==> config.mk <==
export PLATFORM = sky130hd
export DESIGN_NAME = rx_frame_filter_fifo
export DESIGN_NICKNAME = d
export VERILOG_FILES = /design/src/rtl/rx_frame_filter_fifo.sv
export SDC_FILE = /design/constraint.sdc
export NUM_CORES = 1
export LEC_CHECK = 0
export CAP_MARGIN = 30
export CELL_PAD_IN_SITES_DETAIL_PLACEMENT = 1
export CELL_PAD_IN_SITES_GLOBAL_PLACEMENT = 2
export CORE_MARGIN = 2
export CORE_UTILIZATION = 25
export CTS_CLUSTER_DIAMETER = 60
export DETAILED_ROUTE_END_ITERATION = 10
export PLACE_DENSITY_LB_ADDON = 0.1
export SYNTH_ARGS = -nofsm -noshare
export SYNTH_HDL_FRONTEND = slang
export SYNTH_SLANG_ARGS = --single-unit
==> constraint.sdc <==
create_clock -name clk -period 9.5 [get_ports clk]
set_input_delay 1.9 -clock clk [delete_from_list [all_inputs] [get_ports clk]]
set_output_delay 1.9 -clock clk [all_outputs]
set_load 0.02 [all_outputs]
==> src/rtl/rx_frame_filter_fifo.sv <==
// rx_frame_filter_fifo
//   Qualifies each frame from rx_receiver by CRC status and destination ID,
//   queues accepted frames (src_id + 128-bit payload) in a DEPTH-slot FIFO,
//   and replays the head frame as a byte stream (MSB byte first) with a
//   valid/ready handshake. Per-cause saturating drop/accept counters are kept.
//
// Ports
//   clk, rst          : clock, synchronous active-high reset
//   my_id             : local node ID
//   dest_id, src_id   : frame header fields from rx_receiver
//   payload           : frame payload, byte 15 = [127:120]
//   frame_valid       : frame-complete strobe (rising edge = one frame event)
//   crc_error         : CRC failure flag, qualified by frame_valid
//   out_valid/ready   : byte stream handshake
//   out_data, out_src : current byte and src_id of the frame being streamed
//   out_sop, out_eop  : first / last byte markers
//   fifo_count        : frames currently queued
//   *_cnt             : saturating statistics counters
module rx_frame_filter_fifo #(
    parameter int DEPTH = 4,
    parameter int CNT_W = 8
) (
    input  logic                     clk,
    input  logic                     rst,
    input  logic [1:0]               my_id,
    input  logic [1:0]               dest_id,
    input  logic [1:0]               src_id,
    input  logic [127:0]             payload,
    input  logic                     frame_valid,
    input  logic                     crc_error,
    output logic                     out_valid,
    input  logic                     out_ready,
    output logic [7:0]               out_data,
    output logic [1:0]               out_src,
    output logic                     out_sop,
    output logic                     out_eop,
    output logic [$clog2(DEPTH):0]   fifo_count,
    output logic [CNT_W-1:0]         good_cnt,
    output logic [CNT_W-1:0]         crc_drop_cnt,
    output logic [CNT_W-1:0]         addr_drop_cnt,
    output logic [CNT_W-1:0]         ovf_drop_cnt
);

    localparam int AW = $clog2(DEPTH);

    typedef struct packed {
        logic [1:0]   src;
        logic [127:0] data;
    } frame_t;

    typedef enum logic {S_IDLE, S_SEND} state_t;

    // counter slots: 0 good, 1 crc drop, 2 addr drop, 3 overflow drop
    localparam int NUM_CNT = 4;

    frame_t                         mem [DEPTH];
    frame_t                         head;
    logic [AW-1:0]                  wr_ptr, rd_ptr;
    logic [AW:0]                    count, count_nxt;
    logic                           fv_q, evt, push, pop, full, send;
    logic                           id_match;
    state_t                         state, state_nxt;
    logic [3:0]                     idx, idx_nxt;
    logic [NUM_CNT-1:0]             inc;
    logic [NUM_CNT-1:0][CNT_W-1:0]  cnt_q;

    assign evt      = frame_valid & ~fv_q;
    assign id_match = (dest_id == my_id);
    // Outputs are forced idle while rst is asserted, not just after the edge.
    assign send     = (state == S_SEND) & ~rst;
    assign pop      = send & out_ready & (idx == 4'd15);
    // A same-cycle pop frees the slot, so a full FIFO still accepts then.
    assign full     = (count == (AW+1)'(DEPTH)) & ~pop;
    assign push     = evt & ~crc_error & id_match & ~full;

    assign inc[0] = push;
    assign inc[1] = evt & crc_error;
    assign inc[2] = evt & ~crc_error & ~id_match;
    assign inc[3] = evt & ~crc_error & id_match & full;

    always_comb begin
        count_nxt = count;
        case ({push, pop})
            2'b10:   count_nxt = count + 1'b1;
            2'b01:   count_nxt = count - 1'b1;
            default: count_nxt = count;
        endcase
    end

    // Frame edge detect and FIFO bookkeeping
    always_ff @(posedge clk) begin
        if (rst) begin
            fv_q   <= 1'b0;
            wr_ptr <= '0;
            rd_ptr <= '0;
            count  <= '0;
        end else begin
            fv_q  <= frame_valid;
            count <= count_nxt;
            if (push) wr_ptr <= wr_ptr + 1'b1;
            if (pop)  rd_ptr <= rd_ptr + 1'b1;
        end
    end

    // When full with a same-cycle pop, wr_ptr == rd_ptr: the write lands on
    // the slot being retired, whose last byte is already on out_data.
    always_ff @(posedge clk) begin
        if (push) mem[wr_ptr] <= {src_id, payload};
    end

    assign head = mem[rd_ptr];

    // Output stream FSM
    always_comb begin
        state_nxt = state;
        idx_nxt   = idx;
        case (state)
            S_IDLE: if (count != '0) state_nxt = S_SEND;
            S_SEND: begin
                if (send && out_ready) begin
                    if (idx == 4'd15) begin
                        idx_nxt = 4'd0;
                        if (count_nxt == '0) state_nxt = S_IDLE;
                    end else begin
                        idx_nxt = idx + 4'd1;
                    end
                end
            end
            default: state_nxt = S_IDLE;
        endcase
    end

    always_ff @(posedge clk) begin
        if (rst) begin
            state <= S_IDLE;
            idx   <= 4'd0;
        end else begin
            state <= state_nxt;
            idx   <= idx_nxt;
        end
    end

    // ~idx == 15-idx selects the byte, MSB byte first
    assign out_valid  = send;
    assign out_data   = send ? head.data[{~idx, 3'b000} +: 8] : 8'h00;
    assign out_src    = send ? head.src : 2'b00;
    assign out_sop    = send & (idx == 4'd0);
    assign out_eop    = send & (idx == 4'd15);
    assign fifo_count = rst ? '0 : count;

    // Saturating statistics counters
    for (genvar g = 0; g < NUM_CNT; g++) begin : g_cnt
        always_ff @(posedge clk) begin
            if (rst)
                cnt_q[g] <= '0;
            else if (inc[g] && (cnt_q[g] != {CNT_W{1'b1}}))
                cnt_q[g] <= cnt_q[g] + 1'b1;
        end
    end

    assign good_cnt      = cnt_q[0];
    assign crc_drop_cnt  = cnt_q[1];
    assign addr_drop_cnt = cnt_q[2];
    assign ovf_drop_cnt  = cnt_q[3];

endmodule

; Word-level counts from Yosys, hierarchy flattened
; Memory sizes are Yosys's and may differ from the RTL's. A register that Yosys moved wholly into a read port is not among the register bits.
; Index checks and enable logic that the tools add are counted.
[word_totals]
regBits = 45
output_inout_bits = 48
wordCells = 74
mem_bits_rw = 520
in_bits = 139
mem_count = 1
[mem_list]
columns = name, words, width, rd, rd_clocked_by_memory_dff, wr, line_no
row1 = mem, 4, 130, 1, 1, 1, 56  ; frame_t mem [DEPTH];
[classes]
n_mux = 14
n_reduce_logical = 9
addsub = 9
n_eq_ne = 9
n_bitwise = 21
n_shift = 1
[op_table]
columns = op, n
row1 = $shiftx 128x8->8, 1
row2 = $add 8x1->8 const B, 4
row3 = $ne 8x8->1 const B, 4
row4 = $and 1x1->1, 13
row5 = $mux 8, 1
row6 = $not 1->1, 7
row7 = $mux 1, 6
row8 = $mux 2, 3
row9 = $pmux 3 s2, 1
row10 = $logic_and 1x1->1, 5
row11 = $add 2x1->2 const B, 2
row12 = $add 4x1->4 const B, 1
row13 = $eq 4x4->1 const B, 1
row14 = $logic_not 4->1, 1
row15 = $mux 4, 1
row16 = $not 4->4, 1
row17 = $add 3x1->3 const B, 1
row18 = $eq 3x3->1 const B, 1
row19 = $logic_not 3->1, 1
row20 = $mux 3, 1
row21 = $reduce_bool 3->1, 1
row22 = $sub 3x1->3 const B, 1
row23 = $eq 2x1->1 const B, 1
row24 = $eq 2x2->1, 1
row25 = 3 further kinds, 3

; Logic depth before layout (Yosys ltp)
; Gate-level depths: netlist of the first run.
[depth]
word_depth = 15
ltp_mapped = 12
depth_no_buf = 11

; Least setup slack after synthesis of the first run
; Ideal clock, no wire load.
[synth_timing]
kind = in2reg
startpoint = in rst
endpoint = mem mem[0][0] (netlist bit) (enable)
required_ns = 8.995
arrival_time_ns = 5.800
n_path_buf = 2
setup_slack_ns = 3.196
setup_time_ns = 0.505
stages = 5
cell_sequence = buf_2 -> nand3b_4 -> o211ai_2 -> clkbuf_1 -> and3_1
[synth_between]
elab_chain_cells = 10
[synth_lines]
columns = item, line_no
row1 = "start, declared", 24  ; input logic rst,
row2 = $not 1->1, 70  ; assign send = (state == S_SEND) & ~rst;
row3 = $and 1x1->1, 70
row4 = $and 1x1->1 (2 in series), 71  ; assign pop = send & out_ready & (idx == 4'd15);
row5 = $not 1->1, 73  ; assign full = (count == (AW+1)'(DEPTH)) & ~pop;
row6 = $and 1x1->1, 73
row7 = $not 1->1, 74  ; assign push = evt & ~crc_error & id_match & ~full;
row8 = $and 1x1->1, 74
row9 = $mux 1, 108  ; if (push) mem[wr_ptr] <= {src_id, payload};
row10 = $mux 1 (not written as such), 108
row11 = "end, declared", 56
; Every way passes these cells.

==> summary.md, run 1 <==
| Metric | Value |
|---|---|
| Status | `finished, final reports clean` |
| Nets | `1487` |
| Fillers | `8805` |
| Placed Instances | `2419` |
| Period Utilization, post-route | `63.37%` |
| Clock transition at path regs | `0.05 ns` |
| Post-CTS Setup Inserts | `0` |
| Flip-flop and latch area | `16560 sq um` |
| Root Driver | `clkbuf_16` |
| Top_reg_cell synth | `edfxtp_1` |
| DP Wirelength | `37350 um` |
| CP Buf/Inv Count | `2` |
| Maximum fanout along the worst path | `27` |
| Worst Max-Slew Pin Slew | `1.106 ns` |
| Initial antenna violation count | `11` |
| Vias in the first global route | `12.50k` |
| CP Launch Type | `flip-flop` |
| Multi-input logic area | `5160 sq um` |
| CTS tree | `done` |
| Skew final | `0.01439 ns` |
| Initial Utilization | `25.32%` |
| FF-to-FF setup slack | `5.53 ns` |
| RSZ-0062 raised after global routing | `no` |
| Final Setup Violations | `0` |
| Drt first pass iters | `5` |
| Cell family with most CP delay | `buffers and inverters` |
| Total global routing overflow | `0` |
| Final Max Tran Viols | `0` |
| GRT Overall Usage | `13.63%` |
| Reg-to-Reg End | `state` |
| Sequential share of the synthesized area | `75.13%` |
| CP Capture Point | `out_data[2]` |
| Core Footprint | `87020 sq um` |
| Arr. time, crit path | `4.12 ns` |
| Final Non-Filler Cells | `2547` |
| Cells along the critical path | `buf_4, mux4_2, mux2_2, a221oi_1, a311oi_1, a31o_1, clkdlybuf4s50_1` |
| Hold-fix buffers, CTS | `0` |
| Mapped Area | `22040 sq um` |
| Cell variety after synth | `61` |
| Stages on worst setup path | `7` |
| Die H | `300.9 um` |
| Global-route wire length before repair | `89090 um` |
| Worst reg2reg path depth | `11` |
| Max Freq | `166.1 MHz` |
| Gp weighted congestion | `0.6787` |
| 1st-iter DRT viols | `547` |
| Maximum clock insertion buffer count | `3` |
| Warnings from Yosys | `0` |
| TritonCTS Buffers | `70` |
| Kind of critical path | `flip-flop to primary output` |
| Slew headroom | `26.26%` |
| Post-Syn Nets | `1263` |
| CP Capture Type | `primary output` |
| Asr flop ratio synth | `0%` |
| Row cnt | `108` |
| PortBufs | `186` |
| Avg WL per Cell | `24.08 um` |
| CP max stage delay | `0.76 ns` |
| Remaining DRCs | `0` |
| Clk_lat worst skew | `0.60 ns` |
| Sink Count | `567` |
| Min-Delay Path Class | `flip-flop to flip-flop` |
| Final critical-path required period | `6.020 ns` |
| Share of cells above drive strength 1 | `18.37%` |
| DR vias/cell | `4.455` |
| H-tree levels | `3` |
| Largest net degree at the start of global routing | `131` |
| Worst EP required | `7.60 ns` |
| Syn-to-layout area delta | `24.87%` |
| Post-Synthesis Cells | `1112` |
| Die area | `90530 sq um` |
| Synthesized flop and latch total | `567` |
| Endpoints failing hold | `0` |
| # Max-Cap Violations | `0` |
| Post-Syn Area per Cell | `19.82 sq um` |
| PostCTS Resize Cnt | `0` |
| Slowest CP cell | `dfxtp_4` |
| Maximum vdd drop | `0.0001089 V` |
| Worst flop-to-flop path startpoint | `idx[2]` |
| Die width | `300.9 um` |
| Pwr Density | `198.7 nW/um^2` |
| Static Leak | `8.329 nW` |
| EDFF count, synth | `520` |
| Top Ports | `187` |
| Vias | `11.35k` |
| Final wirelength | `61320 um` |
| Post-route ant nets | `0` |
| Setup_tns | `0 ns` |
sequential cells by signal (all words and copies together) (netlist names), named ones only:
name and flops:
rd_ptr 2, count 3, ovf_drop_cnt 8, addr_drop_cnt 8, good_cnt 8, state 1, crc_drop_cnt 8, wr_ptr 2
idx 4, mem 520, fv_q 1
power breakdown:
group          leakage, nW  total, mW  switching (mW)  internal, mW
combinational         2.20      0.153          0.0792        0.0743
sequential            5.06       2.75         0.00561          2.74
clock                 1.07       2.57            1.03          1.54
total                 8.33       5.47            1.11          4.35
cells in the mapped netlist (23+ instances only):
library cell	n	share of area (%)
a22oi_1	23	0.78
dfxtp_1	47	4.3
nor2_1	45	0.77
xnor2_1	25	0.99
edfxtp_1	520	71
mux2i_1	26	1.2
clkbuf_1	24	0.41
mux4_2	122	12
nand3_1	28	0.64
a21oi_1	23	0.52
nand2_1	38	0.65
how the worst min path moves through the flow:
stage                           startpoint          endpoint  slack, ns  cells after the start
after floorplan                  rd_ptr[1]         flip-flop       0.48                      2
after global placement    addr_drop_cnt[6]  addr_drop_cnt[6]       0.49                      2
after detailed placement       good_cnt[5]       good_cnt[5]       0.50                      2
after CTS                      good_cnt[5]       good_cnt[5]       0.52                      2
after global routing           good_cnt[5]       good_cnt[5]       0.54                      2
final                      ovf_drop_cnt[5]   ovf_drop_cnt[5]       0.51                      2
layout by cell type, fill, tap and decap left out, types with 5 or more instances in the layout:
master           Yosys  layout
buf_12               0       5
o22ai_1              7       7
nor4_1               8       8
clkbuf_16            0      74
a31oi_1              6       6
nand4_1              6       6
o21ai_0              5       5
a21oi_1             23      23
inv_1                8       8
nor2b_1             10      10
mux4_2             122     122
clkinv_1             1      12
nand2_1             38      38
or4_1                6       6
dfxtp_1             47      45
clkinv_2             0       8
mux2i_1             26      26
nor3_1               9       9
clkdlybuf4s50_1      0     185
o221ai_1             8       8
edfxtp_1           520     520
a22o_1               5       5
a22oi_1             23      23
buf_4               13      15
xnor2_1             25      25
nand3_1             28      28
nor2_1              45      44
o31ai_1              7       7
ha_1                11      11
clkbuf_1            24      20
worst min-delay path: stages, from the launching register on:
cell     delay [ns]
dfxtp_1        0.33
o31ai_1        0.07
a21oi_1        0.06
cell type report:
type | instances | share of cell area (%)
Sequential cell | 567 | 60.19
Inverter | 10 | 0.1364
Tap cell | 1155 | 5.252
Timing Repair Buffer | 208 | 7.662
Antenna cell | 4 | 0.03638
Clock inverter | 29 | 0.9185
Clock buffer | 95 | 7.052
Multi-Input combinational cell | 479 | 18.75
kinds of logic after synthesis:
logic type / after synthesis / share of synthesized area [%]
DFF: 567 / 75.13
and+or+nand+nor: 175 / 4.043
muxes: 151 / 13.80
AOI/OAI and AO/OA: 112 / 3.600
buffers and inverters: 66 / 1.556
xor gates and xnor gates: 29 / 1.153
adders and majority gates: 12 / 0.7154
metal layers:
| layer | track usage, % | part of all wire (%) | vias up |
|---|---|---|---|
| li1 | - | - | 5054 |
| met1 | 18.04 | 45 | 5975 |
| met2 | 22.46 | 49 | 218 |
| met3 | 3.081 | 4.5 | 93 |
| met4 | 3.755 | 2.2 | 8 |
| met5 | 0 | 0.077 | - |
through the flow:
step / setup WS, ns / power (mW) / util [%] / instance area (sq um) / hold slack (ns)
floorplan: 3.196 / 2.839 / - / 22040 / 0.4847
global placement: 3.645 / 2.953 / 29.04 / 25280 / 0.4863
global route: 3.216 / 5.654 / 31.61 / 27510 / 0.5427
finish: 3.480 / 5.468 / 31.62 / 27520 / 0.5131
detailed placement: 3.611 / 2.956 / 29.09 / 25310 / 0.5041
CTS: 3.287 / 5.558 / 31.61 / 27510 / 0.5166
Note: power is estimated with default switching activity, not from simulation.
==> run 2, diff against run 1 <==
==> constraint.sdc (replaced) <==
create_clock -name clk -period 5.2 [get_ports clk]
set_input_delay 1.04 -clock clk [delete_from_list [all_inputs] [get_ports clk]]
set_output_delay 1.04 -clock clk [all_outputs]
set_load 0.02 [all_outputs]
==> run 2 against run 1 <==
  * First-iteration DRC count up 16%
  * Count of clock-buffer cells in the layout unchanged
  * Via count increased by 1.4%
  * Critical path type unchanged
  * Critical endpoint is now out_data[7]
  * Largest cell class unchanged
==> summary.md, run 2 (synthesized netlist as in run 1, its figures left out) <==
| Metric | Value |
|---|---|
| Status | `finished, final reports clean` |
| Switching share of power | `20.40%` |
| Clock transition at path regs | `0.06 ns` |
| FF-to-FF setup slack | `1.59 ns` |
| Internal Power | `8.204 mW` |
| Total global routing overflow | `0` |
| Static Leak | `8.581 nW` |
| Hold Crit Depth | `2` |
| DR vias/cell | `4.467` |
| Skew final | `0.01446 ns` |
| Vias | `11.50k` |
| Largest net degree at the start of global routing | `60` |
| Vias in the first global route | `12.73k` |
| Slew headroom | `45.74%` |
| Row cnt | `108` |
| Placed Instances | `2442` |
| Root Driver | `clkbuf_16` |
| Core Footprint | `87020 sq um` |
| CTS tree | `done` |
| Post-route ant nets | `0` |
| Total Power | `10.31 mW` |
| Worst EP required | `4.16 ns` |
| Remaining DRCs | `0` |
| Final wirelength | `62650 um` |
| Syn-to-layout area delta | `26.95%` |
| Post-CTS Setup Inserts | `0` |
| Period Utilization, post-route | `87.89%` |
| CP Launch Type | `flip-flop` |
| Nets | `1513` |
| Final Setup Violations | `0` |
| Maximum vdd drop | `0.0002031 V` |
| Pwr Density | `368.4 nW/um^2` |
| Kind of critical path | `flip-flop to primary output` |
| Maximum clock insertion buffer count | `3` |
| Sequential share of power | `48.7%` |
| Final Max Tran Viols | `0` |
| CP Capture Type | `primary output` |
| TritonCTS Buffers | `73` |
| Clk pwr share | `48.6%` |
| Final Non-Filler Cells | `2575` |
| Maximum fanout along the worst path | `59` |
| Hold-fix buffers, CTS | `0` |
| H-tree levels | `3` |
| Initial Utilization | `25.32%` |
| Hold slack | `0.5130 ns` |
| # Max-Cap Violations | `0` |
| Initial antenna violation count | `5` |
| Sink Count | `567` |
| Most flops, register | `mem` |
| Top Ports | `187` |
| Clk_lat worst skew | `0.60 ns` |
| Share of cells above drive strength 1 | `20.79%` |
| Most frequent cells in the layout | `520 x edfxtp_1, 180 x clkdlybuf4s50_1, 122 x mux4_2` |
| Gp weighted congestion | `0.6876` |
| RSZ-0062 raised after global routing | `no` |
| Hold path endpoint | `ovf_drop_cnt[7]` |
| Largest register FFs | `520` |
| Global-route wire length before repair | `90990 um` |
| Max Freq | `218.8 MHz` |
| Comb pwr share | `2.7%` |
| Die H | `300.9 um` |
| Reg-to-Reg End | `state` |
| Arr. time, crit path | `3.53 ns` |
| Die width | `300.9 um` |
| Worst Max-Slew Pin Slew | `0.8130 ns` |
| Drt first pass iters | `4` |
| Hold path startpoint | `ovf_drop_cnt[7]` |
| GRT Overall Usage | `13.95%` |
| Worst reg2reg path depth | `13` |
| Final critical-path required period | `4.570 ns` |
| DP Wirelength | `40810 um` |
| Min-Delay Path Class | `flip-flop to flip-flop` |
| Worst flop-to-flop path startpoint | `idx[1]` |
| Commonest non-fill, non-tap cell in the layout | `edfxtp_1` |
| PostCTS Resize Cnt | `0` |
| Switch Pwr | `2.103 mW` |
| Endpoints failing hold | `0` |
| Die area | `90530 sq um` |
| PortBufs | `186` |
| Setup_tns | `0 ns` |
| Avg WL per Cell | `24.33 um` |
| 1st-iter DRT viols | `632` |
| Fillers | `8816` |
[run 2: cell count changes in the layout (fill, tap and decap cells not counted), moves of 3 or more]
cell             previous run  this run
bufinv_16                   4         7
clkinv_1                   12         9
clkdlybuf4s50_1           185       180
buf_4                      15        35
buf_12                      5        15
clkinv_2                    8        12
diode_2                     4         1
[run 2: area by class of cell]
type / count / area (sq um) / share of cell area (%)
inverters: 10 / 37.54 / 0.1342
clock buffers: 95 / 1983 / 7.089
well taps: 1155 / 1445 / 5.166
flip-flops and latches: 567 / 16560 / 59.21
multi-input cells: 479 / 5157 / 18.44
clock inverters: 37 / 416.7 / 1.489
diodes: 1 / 2.502 / 0.008945
repair buffers: 231 / 2370 / 8.471
[run 2: worst max-delay path, stage by stage (launching register included)]
cell and delay [ns]:
dfxtp_4 0.64, buf_12 0.37, mux4_2 0.37, a22oi_1 0.28
a21oi_1 0.12, o21a_1 0.22, a21o_1 0.24, clkdlybuf4s50_1 0.57
[run 2: worst max path at each step]
stage	startpoint	end	cells past startpoint
after CTS	flip-flop	out_data[7]	7
final	flip-flop	out_data[7]	7
after global placement	rst	out_data[7]	7
after detailed placement	frame_valid	state	11
after global routing	flip-flop	out_data[7]	7
after floorplan	rst	mem[0][0]	5
[run 2: power groups by stage]
stage,Sequential (mW),Clock (mW),Combinational [mW]
detailed placement,5.11,0,0.291
CTS,5.02,5.17,0.292
global placement,5.11,0,0.286
global route,5.02,5.36,0.306
finish,5.02,5.01,0.282
floorplan,5.11,0,0.0704
[run 2: metal layers]
layer / wire [um] / part of all wire, % / global-route usage (%) / vias to the layer above
li1: - / - / - / 5111
met1: 28260 / 45 / 18.78 / 6082
met2: 30330 / 48 / 22.80 / 220
met3: 2923 / 4.7 / 3.348 / 80
met4: 1068 / 1.7 / 3.151 / 10
met5: 71 / 0.11 / 0 / -
[run 2: per-stage QoR]
stage	area (sq um)	setup slack (ns)	util, %
after floorplan	22040	1.257	-
after global placement	25570	1.091	29.39
after detailed placement	25570	1.077	29.39
after CTS	27970	0.5282	32.14
after global routing	27970	0.4315	32.14
final	27980	0.6297	32.15
